===== src/rtl/fifo_rd_arbiter_if.sv =====
// Read-side bundle shared by the byte FIFO, fifo_rd_arbiter and the downstream consumers.
interface fifo_rd_arbiter_if #(
  parameter int NUM_REQ = 4,
  parameter int DATA_W  = 8
);
  logic               fifoEmpty;
  logic [DATA_W-1:0]  dout;
  logic               rdEn;
  logic [NUM_REQ-1:0] req;
  logic [NUM_REQ-1:0] gnt;
  logic [DATA_W-1:0]  rd_data;
  logic [NUM_REQ-1:0] rd_valid;
  logic               busy;

  modport master (
    input  fifoEmpty, dout, req,
    output rdEn, gnt, rd_data, rd_valid, busy
  );

  modport slave (
    output fifoEmpty, dout, req,
    input  rdEn, gnt, rd_data, rd_valid, busy
  );
endinterface


===== src/rtl/fifo_rd_arbiter.sv =====
// Round-robin arbiter sharing one FIFO read port among NUM_REQ byte consumers in bounded bursts.
// Optional FIFO_RD_ARB_STATS_EN adds a 16-bit wrapping pop counter output (pop_count).
module fifo_rd_arbiter #(
  parameter int NUM_REQ   = 4,
  parameter int DATA_W    = 8,
  parameter int MAX_BURST = 4
) (
  input  logic              rdClk,
  input  logic              rst,
`ifdef FIFO_RD_ARB_STATS_EN
  output logic [15:0]       pop_count,
`endif
  fifo_rd_arbiter_if.master bus
);

  localparam int PTR_W = (NUM_REQ > 1) ? $clog2(NUM_REQ) : 1;
  localparam int CNT_W = $clog2(MAX_BURST + 1);

  typedef enum logic [1:0] {IDLE, READ, DRAIN} state_t;

  state_t             state;
  state_t             state_next;
  logic [PTR_W-1:0]   owner;
  logic [PTR_W-1:0]   rr_ptr;
  logic [PTR_W-1:0]   pick_idx;
  logic [PTR_W-1:0]   cand_idx;
  int                 cand_sum;
  logic               pick_found;
  logic               grant_load;
  logic               release_owner;
  logic [NUM_REQ-1:0] gnt_q;
  logic [CNT_W-1:0]   cnt;
  logic               rd_en;
  logic               pop_d1;
  logic [DATA_W-1:0]  rd_data_q;
  logic [NUM_REQ-1:0] rd_valid_q;

  // Cyclic search for the first requester at or after rr_ptr.
  always_comb begin
    pick_found = 1'b0;
    pick_idx   = rr_ptr;
    cand_sum   = 0;
    cand_idx   = '0;
    for (int i = 0; i < NUM_REQ; i++) begin
      cand_sum = int'(rr_ptr) + i;
      if (cand_sum >= NUM_REQ) cand_sum = cand_sum - NUM_REQ;
      cand_idx = PTR_W'(cand_sum);
      if (!pick_found && bus.req[cand_idx]) begin
        pick_found = 1'b1;
        pick_idx   = cand_idx;
      end
    end
  end

  always_ff @(posedge rdClk or posedge rst) begin
    if (rst) state <= IDLE;
    else     state <= state_next;
  end

  // NOTE: every signal driven here gets a default before the case, so no path leaves one unassigned and no latch is inferred.
  always_comb begin
    state_next    = state;
    rd_en         = 1'b0;
    grant_load    = 1'b0;
    release_owner = 1'b0;
    case (state)
      IDLE: begin
        if (pick_found) begin
          grant_load = 1'b1;
          state_next = READ;
        end
      end
      READ: begin
        rd_en = !bus.fifoEmpty && bus.req[owner] && (cnt < CNT_W'(MAX_BURST));
        // An empty FIFO only stalls the owner; the burst ends on a full count or a dropped request.
        if (!bus.req[owner] || (rd_en && cnt == CNT_W'(MAX_BURST - 1)))
          state_next = DRAIN;
      end
      DRAIN: begin
        if (!pop_d1) begin
          release_owner = 1'b1;
          state_next    = IDLE;
        end
      end
      default: state_next = IDLE;
    endcase
  end

  // NOTE: non-blocking assignments on all registered state so every flop samples pre-edge values regardless of block order.
  always_ff @(posedge rdClk or posedge rst) begin
    if (rst) begin
      owner      <= '0;
      rr_ptr     <= '0;
      gnt_q      <= '0;
      cnt        <= '0;
      pop_d1     <= 1'b0;
      rd_data_q  <= '0;
      rd_valid_q <= '0;
    end else begin
      pop_d1     <= rd_en;
      // owner is frozen while pops are in flight, so it still names the consumer that popped this byte.
      rd_valid_q <= pop_d1 ? (NUM_REQ'(1) << owner) : '0;
      if (pop_d1) rd_data_q <= bus.dout;

      if (grant_load) begin
        owner <= pick_idx;
        gnt_q <= NUM_REQ'(1) << pick_idx;
        cnt   <= '0;
      end else if (rd_en) begin
        cnt <= cnt + 1'b1;
      end

      if (release_owner) begin
        gnt_q  <= '0;
        rr_ptr <= (owner == PTR_W'(NUM_REQ - 1)) ? '0 : owner + 1'b1;
      end
    end
  end

`ifdef FIFO_RD_ARB_STATS_EN
  always_ff @(posedge rdClk or posedge rst) begin
    if (rst)        pop_count <= '0;
    else if (rd_en) pop_count <= pop_count + 16'd1;
  end
`endif

  assign bus.rdEn     = rd_en;
  assign bus.gnt      = gnt_q;
  assign bus.rd_data  = rd_data_q;
  assign bus.rd_valid = rd_valid_q;
  assign bus.busy     = (state != IDLE);

endmodule


===== src/flat_wrapper.sv =====
// flat-port wrapper written by rule: the top's interface ports become plain ports
module fifo_rd_arbiter_flat 
#(
  parameter int NUM_REQ   = 4,
  parameter int DATA_W    = 8,
  parameter int MAX_BURST = 4
)
  (rdClk, rst, bus_fifoEmpty, bus_dout, bus_req, bus_rdEn, bus_gnt, bus_rd_data, bus_rd_valid, bus_busy);
  fifo_rd_arbiter_if #(.NUM_REQ(NUM_REQ), .DATA_W(DATA_W)) bus_i ();
  input  logic rdClk;
  input  logic rst;
  input wire logic [$bits(bus_i.fifoEmpty)-1:0] bus_fifoEmpty;
  input wire logic [$bits(bus_i.dout)-1:0] bus_dout;
  input wire logic [$bits(bus_i.req)-1:0] bus_req;
  output wire logic [$bits(bus_i.rdEn)-1:0] bus_rdEn;
  output wire logic [$bits(bus_i.gnt)-1:0] bus_gnt;
  output wire logic [$bits(bus_i.rd_data)-1:0] bus_rd_data;
  output wire logic [$bits(bus_i.rd_valid)-1:0] bus_rd_valid;
  output wire logic [$bits(bus_i.busy)-1:0] bus_busy;
  assign bus_i.fifoEmpty = bus_fifoEmpty;
  assign bus_i.dout = bus_dout;
  assign bus_i.req = bus_req;
  assign bus_rdEn = bus_i.rdEn;
  assign bus_gnt = bus_i.gnt;
  assign bus_rd_data = bus_i.rd_data;
  assign bus_rd_valid = bus_i.rd_valid;
  assign bus_busy = bus_i.busy;
  fifo_rd_arbiter #(.NUM_REQ(NUM_REQ), .DATA_W(DATA_W), .MAX_BURST(MAX_BURST)) u_core (.rdClk(rdClk), .rst(rst), .bus(bus_i));
endmodule

===== config.mk =====
export PLATFORM = sky130hd
export DESIGN_NAME = fifo_rd_arbiter_flat
export DESIGN_NICKNAME = d
export VERILOG_FILES = /design/src/rtl/fifo_rd_arbiter_if.sv /design/src/rtl/fifo_rd_arbiter.sv /design/src/flat_wrapper.sv
export SDC_FILE = /design/constraint.sdc
export NUM_CORES = 1
export LEC_CHECK = 0
export BUFFER_PORTS_ARGS = -buffer_cell sky130_fd_sc_hd__buf_2
export CORE_MARGIN = 10
export CORE_UTILIZATION = 51
export DETAILED_ROUTE_END_ITERATION = 8
export GPL_TIMING_DRIVEN = 0
export PLACE_DENSITY = 0.78
export REMOVE_ABC_BUFFERS = 1
export SYNTH_ARGS = -nofsm -noshare
export SYNTH_HDL_FRONTEND = slang
export SYNTH_SLANG_ARGS = --single-unit
export TNS_END_PERCENT = 30

===== constraint.sdc =====
create_clock -name rdClk -period 2.2 [get_ports rdClk]
set_input_delay 0.22 -clock rdClk [delete_from_list [all_inputs] [get_ports rdClk]]
set_output_delay 0.22 -clock rdClk [all_outputs]
set_load 0.01 [all_outputs]

==> flow_metrics.env, run 1 <==
export IMPL_outcome="finished clean"
export IMPL_hold_violations=0
export IMPL_synth_area_leaders="dfrtp_1, mux2_2, ha_1"
export IMPL_min_period_ns=1.99
export IMPL_r2r_start="u_core.rr_ptr[0]$_DFFE_PP0P_"
export IMPL_grt_overflow_total=0
export IMPL_clockRootBuffer="clkbuf_4"
export IMPL_finalCritPeriodShare=0.906
export IMPL_end_kind="output pin"
export IMPL_die_w_um=69.2
export IMPL_slowest_delay_ns=0.62
export IMPL_clk_pin_slew_ns=0.14
export IMPL_post_synth_top_count_cell="dfrtp_1"
export IMPL_slew_headroom=0.381
export IMPL_synth_main_ff_cell="dfrtp_1"
export IMPL_path_cells="mux4_1, nand3b_1, nor3_2, buf_2"
export IMPL_gp_congestion=0.783
export IMPL_postRouteAntennaNets=0
export IMPL_drc=0
export IMPL_yosysTopAreaCellShare=0.527
export IMPL_io_pin_count=33
export IMPL_port_buffers=32
export IMPL_dr_total_vias=919
export IMPL_ctsHoldBuffers=0
export IMPL_rsz0062_at_grt="no"
export IMPL_maxCapViolCount=0
export IMPL_yosysTopAreaCell="dfrtp_1"
export IMPL_cts_buffer_depth=2
export IMPL_first_global_vias=973
export IMPL_crit_path_start="u_core.owner[1]$_DFFE_PP0P_"
export IMPL_ys_ff_latch=26
export IMPL_antenna_found_initial=0
export IMPL_grt_pass1_wl_mm=4.39
export IMPL_clock_fmax_ghz=0.501
export IMPL_ys_warn_count=0
export IMPL_syn_area_per_cell_um2=11.5
export IMPL_power_leakage_nw=0.729
export IMPL_post_route_cells_drive_above_1_share=0.369
export IMPL_cp_max_fo=5
export IMPL_synth_common_cells="dfrtp_1, nand2_1, mux2_2"
export IMPL_p_total_w=0.00175
export IMPL_yosysSeqAreaShare=0.527
export IMPL_synth_distinct_cells=32
export IMPL_wirelength_mm=2.53
export IMPL_synth_enable_flop_cells=0
export IMPL_viasPerCell=5.44
export IMPL_cts_setup_buffers=0
export IMPL_skew_ns=0.00768
export IMPL_async_reset_ff_frac=1.00
export IMPL_area_delta_synth_final_pct=18.6
export IMPL_drt_iter0_drc=21
export IMPL_start_util=0.547
export IMPL_irDropWorstVdd_mv=0.662
export IMPL_cts_made_buffers=3
export IMPL_holdWs_ns=0.0763
export IMPL_die_y_um=69.2
export IMPL_criticalPathCategory="flip-flop to output pin"
export IMPL_clk_insertion_delay_late_ns=0.32
export IMPL_syn_inst=107
export IMPL_grt_usage=0.107
export IMPL_cp_data_arrival_time_ns=1.77
export IMPL_startpoint_type="flip-flop"
export IMPL_slew_violations=0
export IMPL_drtPass1Iterations=4
export IMPL_fin_nets=163
export IMPL_die_area_um2=4790
export IMPL_wl_per_cell_um=15.0
export IMPL_worst_path_max_delay_cell="mux4_1"
export IMPL_dp_hpwl_mm=2.00
export IMPL_required_ns=1.98
export IMPL_clock_sinks=26
export IMPL_grt_max_degree=27
export IMPL_cts_tree="yes"
export IMPL_setup_violations_final=0
export IMPL_rows=17
export IMPL_hp_class="input port to async pin"
export IMPL_core_area_um2=2250
export IMPL_finalSetupTns_ns=0
export IMPL_p_per_area_nw_per_um2=1200
export IMPL_worst_pin_slew_ns=0.927
export IMPL_cts_max_level=1
export IMPL_synth_area_um2=1230
export IMPL_num_antenna_cells=0
-- logic make-up (layout without fill, tap and decap cells) --
family / after synthesis / after routing / synth area share
AND/OR/NAND/NOR: 41 / 41 / 0.184
flip-flops: 26 / 26 / 0.527
AO/OA/AOI/OAI: 17 / 17 / 0.105
multiplexers: 9 / 9 / 0.0943
buffers and inverters: 7 / 41 / 0.0213
adder cells (fa/ha/maj): 6 / 6 / 0.0609
XOR/XNOR: 1 / 1 / 0.00710
-- layout by cell type, fill, tap and decap left out, drive strengths merged, types with 2 or more instances in the layout --
cell type,count
buf,32
nand2,13
or2,2
nor2b,4
mux2,8
clkbuf,4
nand3,2
a21oi,4
ha,6
inv,5
and2,5
nand3b,2
o21ai,5
nor2,6
nor3b,2
dfrtp,26
o31ai,2
-- through the flow --
step           cell area [µm²]  worst slack (ns)  std cells  utilization
2_1_floorplan             1230             0.513        105            -
3_3_place_gp              1420             0.437        165        0.630
3_5_place_dp              1420             0.395        165        0.630
4_1_cts                   1460            0.0103        169        0.647
5_1_grt                   1460            0.0150        169        0.649
6_report                  1460             0.206        169        0.649
-- worst max-delay path: cells and delay by family (launching register included) --
kind,cells,cell delay [ns]
simple gates,2,0.26
mux,1,0.62
flops,1,0.43
buf+inv,1,0.14
-- worst paths after layout --
path                            depth (start not counted)  slack [ns]                                 to
max in group asynchronous                               2        1.56       u_core.rr_ptr[1]$_DFFE_PP0P_
worst min register to register                          1        0.52  u_core.bus.rd_data[1]$_DFFE_PP0P_
min in group rdClk                                      2        0.10            u_core.pop_d1$_DFF_PP0_
worst min-delay path                                    2        0.08  u_core.bus.rd_data[2]$_DFFE_PP0P_
worst max register to register                          5        0.43      u_core.bus.gnt[1]$_DFFE_PP0P_
worst max-delay path                                    4        0.21                           bus_rdEn
-- sequential cells by signal, summed over array words and instances (netlist names) --
register and cells:
u_core.bus.gnt 4, u_core.bus.rd_data 8, u_core.bus.rd_valid 4, u_core.cnt 3, u_core.owner 2, u_core.pop_d1 1, u_core.rr_ptr 2, u_core.state 2
-- per-layer routing --
| layer | global-route usage | share of wire |
|---|---|---|
| met2 | 0.167 | 0.47 |
| met3 | 0.0414 | 0.076 |
| met5 | 0 | 0 |
| met4 | 0.0466 | 0.023 |
| met1 | 0.126 | 0.43 |
-- cell type report --
type,count,area (µm²)
Inverter,5,18.8
Multi-Input combinational cell,74,562
Timing Repair Buffer,32,160
Fill cell,178,792
Clock buffer,4,36.3
Sequential cell,26,651
Tap cell,28,35.0
-- report_power, final --
group          total [W]  switching [W]  leakage (nW)  internal (W)
clock           0.000238       0.000137        0.0210      0.000101
sequential      0.000796       0.000143         0.333      0.000653
combinational   0.000715       0.000376         0.375      0.000339
total            0.00175       0.000656         0.729       0.00109
-- what timing repair did --
item | CTS | global route
gates resized for setup | 0 | 1
endpoints found under the setup margin | 0 | 1
hold endpoints to repair | 0 | 0
Power figures use the tool's default switching activity.
==> run 2, diff against run 1 <==
--- a/config.mk
+++ b/config.mk
@@ -5,9 +5,10 @@
 export SDC_FILE = /design/constraint.sdc
 export NUM_CORES = 1
 export LEC_CHECK = 0
+export ABC_AREA = 1
 export BUFFER_PORTS_ARGS = -buffer_cell sky130_fd_sc_hd__buf_2
 export CORE_MARGIN = 10
-export CORE_UTILIZATION = 51
+export CORE_UTILIZATION = 53
 export DETAILED_ROUTE_END_ITERATION = 8
 export GPL_TIMING_DRIVEN = 0
 export PLACE_DENSITY = 0.78
==> flow_metrics.env, run 2 <==
export IMPL_dr_total_vias=1209
export IMPL_syn_area_per_cell_um2=8.47
export IMPL_grt_pass1_wl_mm=5.42
export IMPL_grt_usage=0.124
export IMPL_core_area_um2=2540
export IMPL_ys_warn_count=0
export IMPL_power_leakage_nw=0.960
export IMPL_outcome="finished clean"
export IMPL_synth_xor_area_frac=0.00601
export IMPL_min_period_ns=1.94
export IMPL_required_ns=1.98
export IMPL_viasPerCell=5.14
export IMPL_hp_class="input port to async pin"
export IMPL_cp_data_arrival_time_ns=1.72
export IMPL_rows=18
export IMPL_largest_register_ffs=8
export IMPL_skew_ns=0.00268
export IMPL_grtUsageMet3=0.0476
export IMPL_clk_insertion_delay_late_ns=0.31
export IMPL_switching_share=0.484
export IMPL_synth_enable_flop_cells=0
export IMPL_synth_area_um2=1460
export IMPL_grt_use_met2=0.227
export IMPL_wirelength_mm=3.03
export IMPL_fin_nets=228
export IMPL_p_per_area_nw_per_um2=1420
export IMPL_drtPass1Iterations=4
export IMPL_cpLargestDelayFamily="simple AND/OR/NAND/NOR gates"
export IMPL_num_antenna_cells=0
export IMPL_clock_fmax_ghz=0.515
export IMPL_clk_pin_slew_ns=0.13
export IMPL_cts_tree="yes"
export IMPL_ctsHoldBuffers=0
export IMPL_setup_violations_final=0
export IMPL_slew_headroom=0.375
export IMPL_post_synth_top_count_cell="nand2_1"
export IMPL_post_route_cells_drive_above_1_share=0.302
export IMPL_syn_inst=172
export IMPL_p_int_w=0.00122
export IMPL_cts_setup_buffers=0
export IMPL_ys_ff_latch=26
export IMPL_async_reset_ff_frac=1.00
export IMPL_cts_made_buffers=3
export IMPL_end_kind="output pin"
export IMPL_first_global_vias=1270
export IMPL_die_area_um2=5250
export IMPL_finalCritPeriodShare=0.882
export IMPL_synth_main_ff_cell="dfrtp_1"
export IMPL_regToRegSetupSlack_ns=0.40
export IMPL_worst_pin_slew_ns=0.937
export IMPL_layout_commonest_cell="nand2_1"
export IMPL_drc=0
export IMPL_worst_path_max_delay_cell="dfrtp_1"
export IMPL_area_delta_synth_final_pct=14.4
export IMPL_synth_mux_area_frac=0.0618
export IMPL_port_buffers=32
export IMPL_postRouteAntennaNets=0
export IMPL_clock_sinks=26
export IMPL_final_cell_mix="nand2_1, buf_2, dfrtp_1, inv_1, nand3_1"
export IMPL_cts_max_level=1
export IMPL_grt_overflow_total=0
export IMPL_path_cells="inv_1, nand2_1, nand3_1, nand3_1, nor2_1, nand2_1, inv_1, buf_2"
export IMPL_r2r_end="u_core.bus.gnt[0]$_DFFE_PP0P_"
export IMPL_clkPwrFrac=0.081
export IMPL_drt_iter0_drc=53
export IMPL_p_total_w=0.00237
export IMPL_slowest_delay_ns=0.48
export IMPL_cts_buffer_depth=2
export IMPL_die_y_um=72.4
export IMPL_worst_path_buf_inv=3
export IMPL_hold_violations=0
export IMPL_clockRootBuffer="clkbuf_4"
export IMPL_post_cts_resized=0
export IMPL_wl_per_cell_um=12.9
export IMPL_synth_top_family_by_area="simple AND/OR/NAND/NOR gates"
export IMPL_seq_power_share=0.348
export IMPL_p_comb_frac=0.571
export IMPL_gp_congestion=0.790
export IMPL_startpoint_type="flip-flop"
export IMPL_criticalPathCategory="flip-flop to output pin"
export IMPL_fillers=237
export IMPL_die_w_um=72.4
export IMPL_irDropWorstVdd_mv=1.04
export IMPL_antenna_found_initial=0
export IMPL_synthAdderAreaFrac=0.0515
export IMPL_cp_max_fo=7
export IMPL_finalSetupTns_ns=0
export IMPL_grt_busiest_layer="met2"
export IMPL_grt_max_degree=27
export IMPL_rsz0062_at_grt="no"
export IMPL_yosysTopAreaCell="dfrtp_1"
export IMPL_start_util=0.573
export IMPL_synthSimpleGateAreaFrac=0.348
export IMPL_maxCapViolCount=0
export IMPL_yosysTopAreaCellShare=0.446
export IMPL_synth_compound_area_frac=0.0258
export IMPL_reg2reg_depth=12
export IMPL_yosysSeqAreaShare=0.446
export IMPL_slew_violations=0
export IMPL_synth_area_leaders="dfrtp_1, nand2_1, mux2_2"
export IMPL_dp_hpwl_mm=2.49
export IMPL_synth_common_cells="nand2_1, dfrtp_1, inv_1"
export IMPL_synth_distinct_cells=23
export IMPL_power_switching_w=0.00114
export IMPL_r2r_start="u_core.rr_ptr[0]$_DFFE_PP0P_"
export IMPL_met1_usage=0.133
export IMPL_io_pin_count=33
[run 2: cells by family after synthesis]
kind of cell               Yosys count
muxes                                8
AOI/OAI and AO/OA                    7
buffers and inverters               22
xor gates and xnor gates             1
DFF                                 26
and+or+nand+nor                    102
adders and majority gates            6
[run 2: worst max path at each step]
stage / slack (ns) / end / depth (start not counted) / start
final: 0.26 / bus_rdEn / 8 / u_core.owner[0]$_DFFE_PP0P_
after CTS: 0.24 / u_core.bus.gnt[0]$_DFFE_PP0P_ / 12 / u_core.rr_ptr[0]$_DFFE_PP0P_
after global routing: 0.07 / bus_rdEn / 8 / u_core.owner[0]$_DFFE_PP0P_
after floorplan: 0.60 / u_core.bus.gnt[2]$_DFFE_PP0P_ / 13 / u_core.rr_ptr[0]$_DFFE_PP0P_
after detailed placement: 0.26 / u_core.bus.gnt[2]$_DFFE_PP0P_ / 13 / u_core.rr_ptr[0]$_DFFE_PP0P_
after global placement: 0.41 / u_core.bus.gnt[2]$_DFFE_PP0P_ / 13 / u_core.rr_ptr[0]$_DFFE_PP0P_
[run 2: power groups by stage]
stage / registers, W / logic (W) / clock network [W]
3_3_place_gp: 0.000820 / 0.00131 / 0
5_1_grt: 0.000856 / 0.00155 / 0.000217
4_1_cts: 0.000823 / 0.00137 / 0.000199
6_report: 0.000823 / 0.00135 / 0.000192
2_1_floorplan: 0.000856 / 0.000978 / 0
3_5_place_dp: 0.000836 / 0.00137 / 0
[run 2: area by class of cell]
type,count,area (µm²),share of cell area
Clock buffer,3,22.5,0.0135
Tap cell,30,37.5,0.0225
Inverter,20,77.6,0.0465
Sequential cell,26,652,0.391
Multi-Input combinational cell,124,718,0.431
Timing Repair Buffer,32,160,0.0960
[run 2: per-layer routing]
metal,vias to the layer above,wire length (µm)
li1,615,-
met1,571,1220
met2,21,1630
met3,2,171
met4,0,12
met5,-,0
[run 2: through the flow]
stage / worst slack (ns) / utilization / hold slack [ns] / cell area [µm²] / cells
6_report: 0.260 / 0.655 / 0.0974 / 1670 / 235
5_1_grt: 0.0750 / 0.655 / 0.108 / 1670 / 235
3_5_place_dp: 0.258 / 0.646 / 0.460 / 1640 / 232
3_3_place_gp: 0.411 / 0.646 / 0.451 / 1640 / 232
4_1_cts: 0.239 / 0.655 / 0.123 / 1670 / 235
2_1_floorplan: 0.600 / - / 0.260 / 1450 / 170
